`src/rtl/alu_issue_ctrl.sv`:
```
// alu_issue_ctrl: issue sequencer for a registered execute-stage ALU.
//   Accepts one decoded MIPS ALU instruction per in_valid/in_ready handshake,
//   maps opcode/funct to the 4-bit ALU control code and drives the operands,
//   waits out the ALU's result register, then presents the captured result,
//   zero flag, write-back info and exceptions behind out_valid/out_ready.
// Ports:
//   clk, rst                   clock, asynchronous active-high reset
//   in_valid/in_ready          instruction handshake
//   opcode, funct, shamt, imm  instruction fields
//   rs_val, rt_val, dest       register operands and write-back index
//   ALUCtrl, SrcA, SrcB, Shmat ALU drive (held between instructions)
//   ALURes, Zero               ALU result, valid one clock after drive
//   out_valid/out_ready        result handshake
//   out_res, out_zero,
//   out_dest, out_wen          captured result and write-back info
//   exc_ovf, exc_ri            signed overflow / reserved instruction,
//                              qualified by out_valid
// Build option:
//   ALU_ISSUE_BYPASS_EN        accept the next instruction during the OUT
//                              handshake and go straight OUT->EXEC
module alu_issue_ctrl #(
  parameter int DW  = 32,
  parameter int SHW = 5
) (
  input  logic           clk,
  input  logic           rst,
  input  logic           in_valid,
  output logic           in_ready,
  input  logic [5:0]     opcode,
  input  logic [5:0]     funct,
  input  logic [SHW-1:0] shamt,
  input  logic [DW-1:0]  rs_val,
  input  logic [DW-1:0]  rt_val,
  input  logic [15:0]    imm,
  input  logic [4:0]     dest,
  output logic [3:0]     ALUCtrl,
  output logic [DW-1:0]  SrcA,
  output logic [DW-1:0]  SrcB,
  output logic [SHW-1:0] Shmat,
  input  logic [DW-1:0]  ALURes,
  input  logic           Zero,
  output logic           out_valid,
  input  logic           out_ready,
  output logic [DW-1:0]  out_res,
  output logic           out_zero,
  output logic [4:0]     out_dest,
  output logic           out_wen,
  output logic           exc_ovf,
  output logic           exc_ri
);
  typedef enum logic [1:0] {IDLE, EXEC, WAIT, OUT} state_t;
  localparam logic [1:0] CLS_NONE = 2'd0, CLS_ADD = 2'd1, CLS_SUB = 2'd2;
  state_t state, state_n;
  logic [3:0] dec_ctrl;
  logic [DW-1:0] dec_a, dec_b, sext, zext;
  logic [SHW-1:0] dec_sh;
  logic dec_ri;
  logic [1:0] dec_cls, cls_r;
  logic [4:0] dest_r;
  logic ri_r, ovf, ovf_q, ri_q, wen_q, acc;
  assign sext = {{(DW-16){imm[15]}}, imm};
  assign zext = {{(DW-16){1'b0}}, imm};
  always_comb begin
    dec_ctrl = 4'b1101;
    dec_a = rs_val;
    dec_b = rt_val;
    dec_sh = '0;
    dec_ri = 1'b0;
    dec_cls = CLS_NONE;
    if (opcode == 6'h00) begin
      case (funct)
        6'h24: dec_ctrl = 4'b0000;
        6'h25: dec_ctrl = 4'b0001;
        6'h20: begin dec_ctrl = 4'b0010; dec_cls = CLS_ADD; end
        6'h21: dec_ctrl = 4'b0011;
        6'h22: begin dec_ctrl = 4'b0100; dec_cls = CLS_SUB; end
        6'h23: dec_ctrl = 4'b0101;
        6'h2A: dec_ctrl = 4'b0110;
        6'h2B: dec_ctrl = 4'b0111;
        6'h00: begin dec_ctrl = 4'b1000; dec_sh = shamt; end
        6'h02: begin dec_ctrl = 4'b1001; dec_sh = shamt; end
        6'h04: begin dec_ctrl = 4'b1010; dec_a = rt_val; dec_b = {{(DW-SHW){1'b0}}, rs_val[SHW-1:0]}; end
        6'h06: begin dec_ctrl = 4'b1011; dec_a = rt_val; dec_b = {{(DW-SHW){1'b0}}, rs_val[SHW-1:0]}; end
        6'h26: dec_ctrl = 4'b1110;
        6'h27: dec_ctrl = 4'b1111;
        default: dec_ri = 1'b1;
      endcase
    end else begin
      case (opcode)
        6'h08: begin dec_ctrl = 4'b0010; dec_b = sext; dec_cls = CLS_ADD; end
        6'h09: begin dec_ctrl = 4'b0011; dec_b = sext; end
        6'h0A: begin dec_ctrl = 4'b0110; dec_b = sext; end
        6'h0B: begin dec_ctrl = 4'b0111; dec_b = sext; end
        6'h0C: begin dec_ctrl = 4'b0000; dec_b = zext; end
        6'h0D: begin dec_ctrl = 4'b0001; dec_b = zext; end
        6'h0E: begin dec_ctrl = 4'b1110; dec_b = zext; end
        6'h0F: begin dec_ctrl = 4'b1100; dec_b = zext; end
        default: dec_ri = 1'b1;
      endcase
    end
  end
`ifdef ALU_ISSUE_BYPASS_EN
  // the result slot frees up in the same cycle the consumer takes it
  assign in_ready = (state == IDLE) || (state == OUT && out_ready);
`else
  assign in_ready = (state == IDLE);
`endif
  assign acc = in_valid && in_ready;
  assign out_valid = (state == OUT);
  assign out_wen = out_valid && wen_q;
  assign exc_ovf = out_valid && ovf_q;
  assign exc_ri = out_valid && ri_q;
  // overflow from operand signs and the result sign, using the held operands
  assign ovf = (cls_r == CLS_ADD) ? (SrcA[DW-1] == SrcB[DW-1] && ALURes[DW-1] != SrcA[DW-1]) :
               (cls_r == CLS_SUB) ? (SrcA[DW-1] != SrcB[DW-1] && ALURes[DW-1] != SrcA[DW-1]) : 1'b0;
  always_comb begin
    state_n = (state == IDLE) ? (acc ? EXEC : IDLE) :
              (state == EXEC) ? WAIT :
              (state == WAIT) ? OUT :
              (out_ready ? (acc ? EXEC : IDLE) : OUT);
  end
  always_ff @(posedge clk or posedge rst) begin
    if (rst) begin
      state <= IDLE;
      ALUCtrl <= '0;
      SrcA <= '0;
      SrcB <= '0;
      Shmat <= '0;
      dest_r <= '0;
      ri_r <= 1'b0;
      cls_r <= CLS_NONE;
      out_res <= '0;
      out_zero <= 1'b0;
      out_dest <= '0;
      ovf_q <= 1'b0;
      ri_q <= 1'b0;
      wen_q <= 1'b0;
    end else begin
      state <= state_n;
      if (acc) begin
        ALUCtrl <= dec_ctrl;
        SrcA <= dec_a;
        SrcB <= dec_b;
        Shmat <= dec_sh;
        dest_r <= dest;
        ri_r <= dec_ri;
        cls_r <= dec_cls;
      end
      if (state == WAIT) begin
        out_res <= ALURes;
        out_zero <= Zero;
        out_dest <= dest_r;
        ovf_q <= ovf;
        ri_q <= ri_r;
        wen_q <= !ovf && !ri_r && dest_r != 5'd0;
      end
    end
  end
endmodule
```
`config.mk`:
```
export PLATFORM = sky130hd
export DESIGN_NAME = alu_issue_ctrl
export DESIGN_NICKNAME = d
export VERILOG_FILES = /design/src/rtl/alu_issue_ctrl.sv
export SDC_FILE = /design/constraint.sdc
export NUM_CORES = 1
export LEC_CHECK = 0
export CORE_MARGIN = 1.5
export CORE_UTILIZATION = 38
export CTS_CLUSTER_DIAMETER = 40
export DETAILED_ROUTE_END_ITERATION = 12
export GPL_TIMING_DRIVEN = 0
export PLACE_DENSITY = 0.76
export SYNTH_ARGS = -nofsm -noshare
export SYNTH_HDL_FRONTEND = slang
export SYNTH_SLANG_ARGS = --single-unit
```
`constraint.sdc`:
```
create_clock -name clk -period 4.22 [get_ports clk]
set_clock_uncertainty 0.15 [all_clocks]
set_input_delay 0.633 -clock clk [delete_from_list [all_inputs] [get_ports clk]]
set_output_delay 0.633 -clock clk [all_outputs]
set_load 0.01 [all_outputs]
```
Word level (Yosys, flattened, before mapping)
Cells that the tools add are included.
Widths: inputs -> output; s select.
{"block": "totals", "reg_bits": 124, "input_bits": 139}
{"block": "op_classes", "eq_ne": 29, "n_mux": 23, "reduce_logical": 20}
{"operator": "$mux 32", "n": 4}
{"operator": "$pmux 32 s2", "n": 1}
{"operator": "$eq 6x6->1 const B", "n": 10}
{"operator": "$pmux 4 s14", "n": 1}
{"operator": "$eq 6x4->1 const B", "n": 8}
{"operator": "$pmux 4 s8", "n": 1}
{"operator": "$reduce_or 14->1", "n": 1}
{"operator": "$eq 6x3->1 const B", "n": 2}
{"operator": "$logic_not 6->1", "n": 2}
{"operator": "$mux 2", "n": 5}
{"operator": "$mux 5", "n": 2}
{"operator": "$logic_and 1x1->1", "n": 8}
{"operator": "$reduce_or 4->1", "n": 2}
{"operator": "$reduce_or 8->1", "n": 1}
{"operator": "$mux 1", "n": 7}
{"operator": "$eq 2x2->1 const B", "n": 3}
{"operator": "$eq 6x2->1 const B", "n": 1}
{"operator": "$reduce_bool 5->1", "n": 1}
{"operator": "$eq 2x1->1 const B", "n": 2}
{"operator": "$mux 4", "n": 1}
{"operator": "$pmux 2 s2", "n": 1}
{"operator": "$reduce_or 2->1", "n": 2}
{"operator": "$logic_not 1->1", "n": 2}
{"operator": "$logic_not 2->1", "n": 1}
{"operator": "other kinds (2)", "n": 3}

Logic depth before layout (Yosys ltp)
{"block": "logic_depth", "word_depth": 7, "depth_mapped": 7, "mapped_depth_nobuf": 4}

Worst setup path after synthesis
OpenSTA, ideal clock, no wires.
{"block": "synth_timing", "path_kind": "input to register", "startpoint": "in funct[2]", "endpoint": "reg SrcA[31]", "setup_ps": 136, "t_arrival_ps": 1553, "required_time_ps": 3934, "setup_slack_ps": 2382, "cell_stages": 7, "path_cell_list": "buf_4 nor2b_4 nand4_1 buf_4 buf_6 mux2i_1 o21ai_0"}
{"block": "synth_via", "elab_chain_cells": 4}
{"element": "start: declaration", "line_no": "30", "source": "input logic [5:0] funct,"}
{"element": "$eq 6x3->1", "line_no": "71", "source": "case (funct)"}
{"element": "$reduce_or 2->1 (no source line) (*)"}
{"element": "$mux 32 (*)", "line_no": "71"}
{"element": "$mux 32 (*)", "line_no": "70", "source": "if (opcode == 6'h00) begin"}
{"element": "end signal: assignment", "line_no": "126", "source": "SrcA <= '0;"}
{"element": "end signal: assignment", "line_no": "142", "source": "SrcA <= dec_a;"}
{"element": "end: declaration", "line_no": "37", "source": "output logic [DW-1:0] SrcA,"}
Mark *: on every way between the ends. The rest lies on a longest branch, timed or not.
A chain may end at the register's enable or synchronous reset.

Worst setup path in the final report
{"block": "layout_timing", "startpoint": "reg state[1]", "endpoint": "out in_ready"}
{"block": "layout_via", "elab_chain_cells": 1}
{"element": "start: declaration", "line_no": "53", "source": "state_t state, state_n;"}
{"element": "start signal: assignment", "line_no": "139", "source": "state <= state_n;"}
{"element": "$logic_not 2->1", "line_no": "106", "source": "assign in_ready = (state == IDLE);"}
{"element": "end: declaration", "line_no": "28", "source": "output logic in_ready,"}
Every way passes these cells.

==> metrics.log <==
[metrics] area share of the leading cell type in the synthesized netlist: 54.60%
[metrics] Via-to-Cell Ratio: between 5 and 6
[metrics] yosys synthesis warning count: 0
[metrics] dpl hpwl: between 10,000 and 15,000 um
[metrics] share of the cycle needed by the critical path after routing: around three fifths
[metrics] die height: between 100 and 150 um
[metrics] clock-pin slew reported for the worst setup and hold paths after clock tree synthesis: around 60 ps
[metrics] compound-gate portion of the synthesized area: between 10% and 20%
[metrics] Gate Count Post-Synth: ~540
[metrics] vias in the first global route: roughly 5,500
[metrics] Die Outline Area: 0.01570 mm2
[metrics] top post-synthesis cells by area: sky130_fd_sc_hd__dfrtp_1, sky130_fd_sc_hd__mux2_2, sky130_fd_sc_hd__mux2i_1
[metrics] critical path arrival: about 1700 ps
[metrics] register area share after synthesis: 54.60%
[metrics] final period demand of the worst path: 2488 ps
[metrics] PD cells: about 660 mW/mm2
[metrics] number of placement rows: 44
[metrics] synthesized net count: a little under 700
[metrics] synthesis-to-layout area growth: 59.34%
[metrics] worst-case clock buffer depth: 2
[metrics] maximum level of the CTS H-tree: 4
[metrics] cell area after technology mapping: ~0.0057 mm2
[metrics] starting utilization of the core area: 38.95%
[metrics] buffer count from post-CTS setup fixing: 0
[metrics] RSZ-0062 raised after global routing: no
[metrics] setup violators final: 0
[metrics] Worst-Margin Slew: ~750 ps
[metrics] dominant combinational cell family by area after synthesis: simple AND/OR/NAND/NOR gates
[metrics] Post-synth ARST share: 100.0%
[metrics] EDFF count, synth: 0
[metrics] num ports: between 200 and 300
[metrics] run status: finished clean
[metrics] core footprint: 0.01459 mm2
[metrics] Die Width: between 100 and 150 um
[metrics] clock buffers created by TritonCTS: 17
[metrics] antenna violations before repair: 0
[metrics] routability-driven placement congestion ratio: around 0.83
[metrics] Setup crit end kind: primary output
[metrics] share of post-route cells with drive strength above 1: a little over an eighth
[metrics] syn avg cell area: approximately 11 um2
[metrics] Min-Delay Path Class: reg -> reg
[metrics] Synth Area in XOR/XNOR: 0.1541%
[metrics] count of distinct cell types in the synthesized netlist: slightly above 50
[metrics] Clock Sink Count: 124
[metrics] Simple-Gate Fraction of Synth Area: approximately 14%
[metrics] final standard cell utilization of the core: ~62%
[metrics] TNS Setup: 0 ps
[metrics] total power draw: between 5 and 6 mW
[metrics] flip-flop and latch count after synthesis: between 100 and 150
[metrics] top cell type by total area after synthesis: sky130_fd_sc_hd__dfrtp_1
[metrics] CTS root buf: sky130_fd_sc_hd__clkbuf_16
[metrics] Worst Path Class, Setup: reg -> out
[metrics] average wire per standard cell: 17.31 um
[metrics] Remaining Overflow, GRT: 0
[metrics] max-capacitance violation count: 0
[metrics] critical path startpoint category: flop
[metrics] Worst slew margin: about half
[metrics] Final Hold Viols: 0
[metrics] required time at the worst-slack endpoint: about 3400 ps
[metrics] antenna diode count: 0
[metrics] length of the first detailed-routing pass in iterations: 5
[metrics] wire length of the first global-routing pass: around 28,000 um
[metrics] worst-path maximum fanout: 9
[metrics] number of pins with negative max-slew slack in the final report: 0
[metrics] maximum resistive drop on vdd: just under 0.3 mV
[metrics] fin nets: around 950
[metrics] maximum number of pins on one net before global-route repair: 97
[metrics] most used flip-flop cell after synthesis: sky130_fd_sc_hd__dfrtp_1
[metrics] TritonCTS clock tree: done
[metrics] number of port buffers: 253
[metrics] mux cell area share after synthesis: between 10% and 20%
[metrics] arithmetic-cell share of the synthesized area counting full adders, half adders and majority gates: 0%
[metrics] antenna violation net count after detailed routing: 0
[metrics] Resized Gates After CTS: 0
[metrics] hold buffer count at CTS: 0
[metrics] leakage: 4.010 nW
[metrics] clock latency of the later-clocked register in the worst-skew pair: 400 ps
[metrics] maximum operating frequency: approximately 400 MHz
[metrics] total track usage: between 20% and 30%
[metrics] detailed router's first-iteration violation count: 329
[metrics] Total Routed Length: around 17,000 um
[metrics] DRC errors left: 0
[metrics] total number of vias: around 5,200
==> cells in the mapped netlist, types with 7 or more instances <==
library cell / n
sky130_fd_sc_hd__dfrtp_1: 124
sky130_fd_sc_hd__nand2_1: 55
sky130_fd_sc_hd__buf_2: 14
sky130_fd_sc_hd__o21ai_0: 25
sky130_fd_sc_hd__nand3_1: 17
sky130_fd_sc_hd__mux2_2: 40
sky130_fd_sc_hd__mux2i_1: 32
sky130_fd_sc_hd__a21oi_1: 56
sky130_fd_sc_hd__inv_1: 7
sky130_fd_sc_hd__and3_1: 9
sky130_fd_sc_hd__o21ai_1: 19
sky130_fd_sc_hd__nor2_1: 59
sky130_fd_sc_hd__clkbuf_1: 11
==> path summary, 6_finish.rpt <==
| path | startpoint | to | slack, ps | cells past startpoint |
|---|---|---|---|---|
| min reg2reg | ALUCtrl[3] | ALUCtrl[3] | 330 | 2 |
| max in group asynchronous | rst | SrcA[20] | 2780 | 3 |
| min | ALUCtrl[3] | ALUCtrl[3] | 330 | 2 |
| max reg2reg | state[1] | SrcB[1] | 2320 | 6 |
| max | state[1] | in_ready | 1730 | 3 |
| min in group asynchronous | rst | out_res[6] | 410 | 2 |
==> area by class of cell <==
cell class	instances	area (um2)
clock buffers	18	429.2
inverters	7	31.28
clock inverters	14	147.6
multi-input cells	369	2340
flip-flops and latches	124	3103
well taps	184	230.2
repair buffers	254	2560
plain buffers	37	214.0
fillers	1187	5534
==> cell usage in the layout (no fill, tap or decap), drive strengths merged, types with 2 or more instances in the layout <==
master,Yosys,routed
clkbuf,12,30
nand2,56,56
and2,2,2
clkinvlp,0,5
nand2b,3,3
nand3,17,17
a21oi,56,56
nor3,4,4
nor3b,4,4
o22ai,2,2
mux2i,32,32
nor2b,4,4
a22o,6,6
a21boi,5,5
mux2,40,40
and3,9,9
o21ai,45,45
bufinv,0,2
clkinv,0,6
inv,7,8
clkdlybuf4s50,0,253
dfrtp,124,124
buf,25,26
nor2,61,61
a221oi,5,5
==> layer usage <==
layer,wire length [um],GRT usage (%)
met5,0,0
met4,529,9.492
met1,6865,26.24
met2,8690,38.19
met3,1344,7.146
==> metrics by stage <==
| step | std cells | cell area (um2) | setup WS, ps | hold WS, ps |
|---|---|---|---|---|
| after detailed placement | 975 | 8478 | 1616 | 320.1 |
| after floorplan | 537 | 5683 | 137.8 | 305.4 |
| final | 1007 | 9055 | 1732 | 328.6 |
| after global placement | 974 | 8446 | -1477 | 315.6 |
| after global routing | 1007 | 9055 | 1650 | 358.2 |
| after CTS | 1007 | 9055 | 1699 | 332.5 |
==> power by group <==
part	switching (mW)	internal [mW]	total [mW]
clock	0.532	0.868	1.40
sequential	0.302	1.74	2.04
combinational	1.07	1.46	2.53
total	1.90	4.07	5.97
==> cell families after synthesis <==
logic type / count (synthesis)
AO/OA/AOI/OAI: 129
flip-flops: 124
XOR/XNOR: 1
buffers and inverters: 44
AND/OR/NAND/NOR: 167
multiplexers: 72
==> critical path, cell delays in order (launching register included) <==
cell and delay, ps:
sky130_fd_sc_hd__dfrtp_1 360, sky130_fd_sc_hd__buf_2 170, sky130_fd_sc_hd__nor2_2 190, sky130_fd_sc_hd__clkdlybuf4s50_1 580
==> sequential cells by signal, indices dropped and copies added (netlist names), 2 cells and up <==
| register | flops |
|---|---|
| Shmat | 5 |
| cls_r | 2 |
| state | 2 |
| out_res | 32 |
| SrcA | 32 |
| dest_r | 5 |
| out_dest | 5 |
| ALUCtrl | 4 |
| SrcB | 32 |
(Power assumes the default switching activity.)
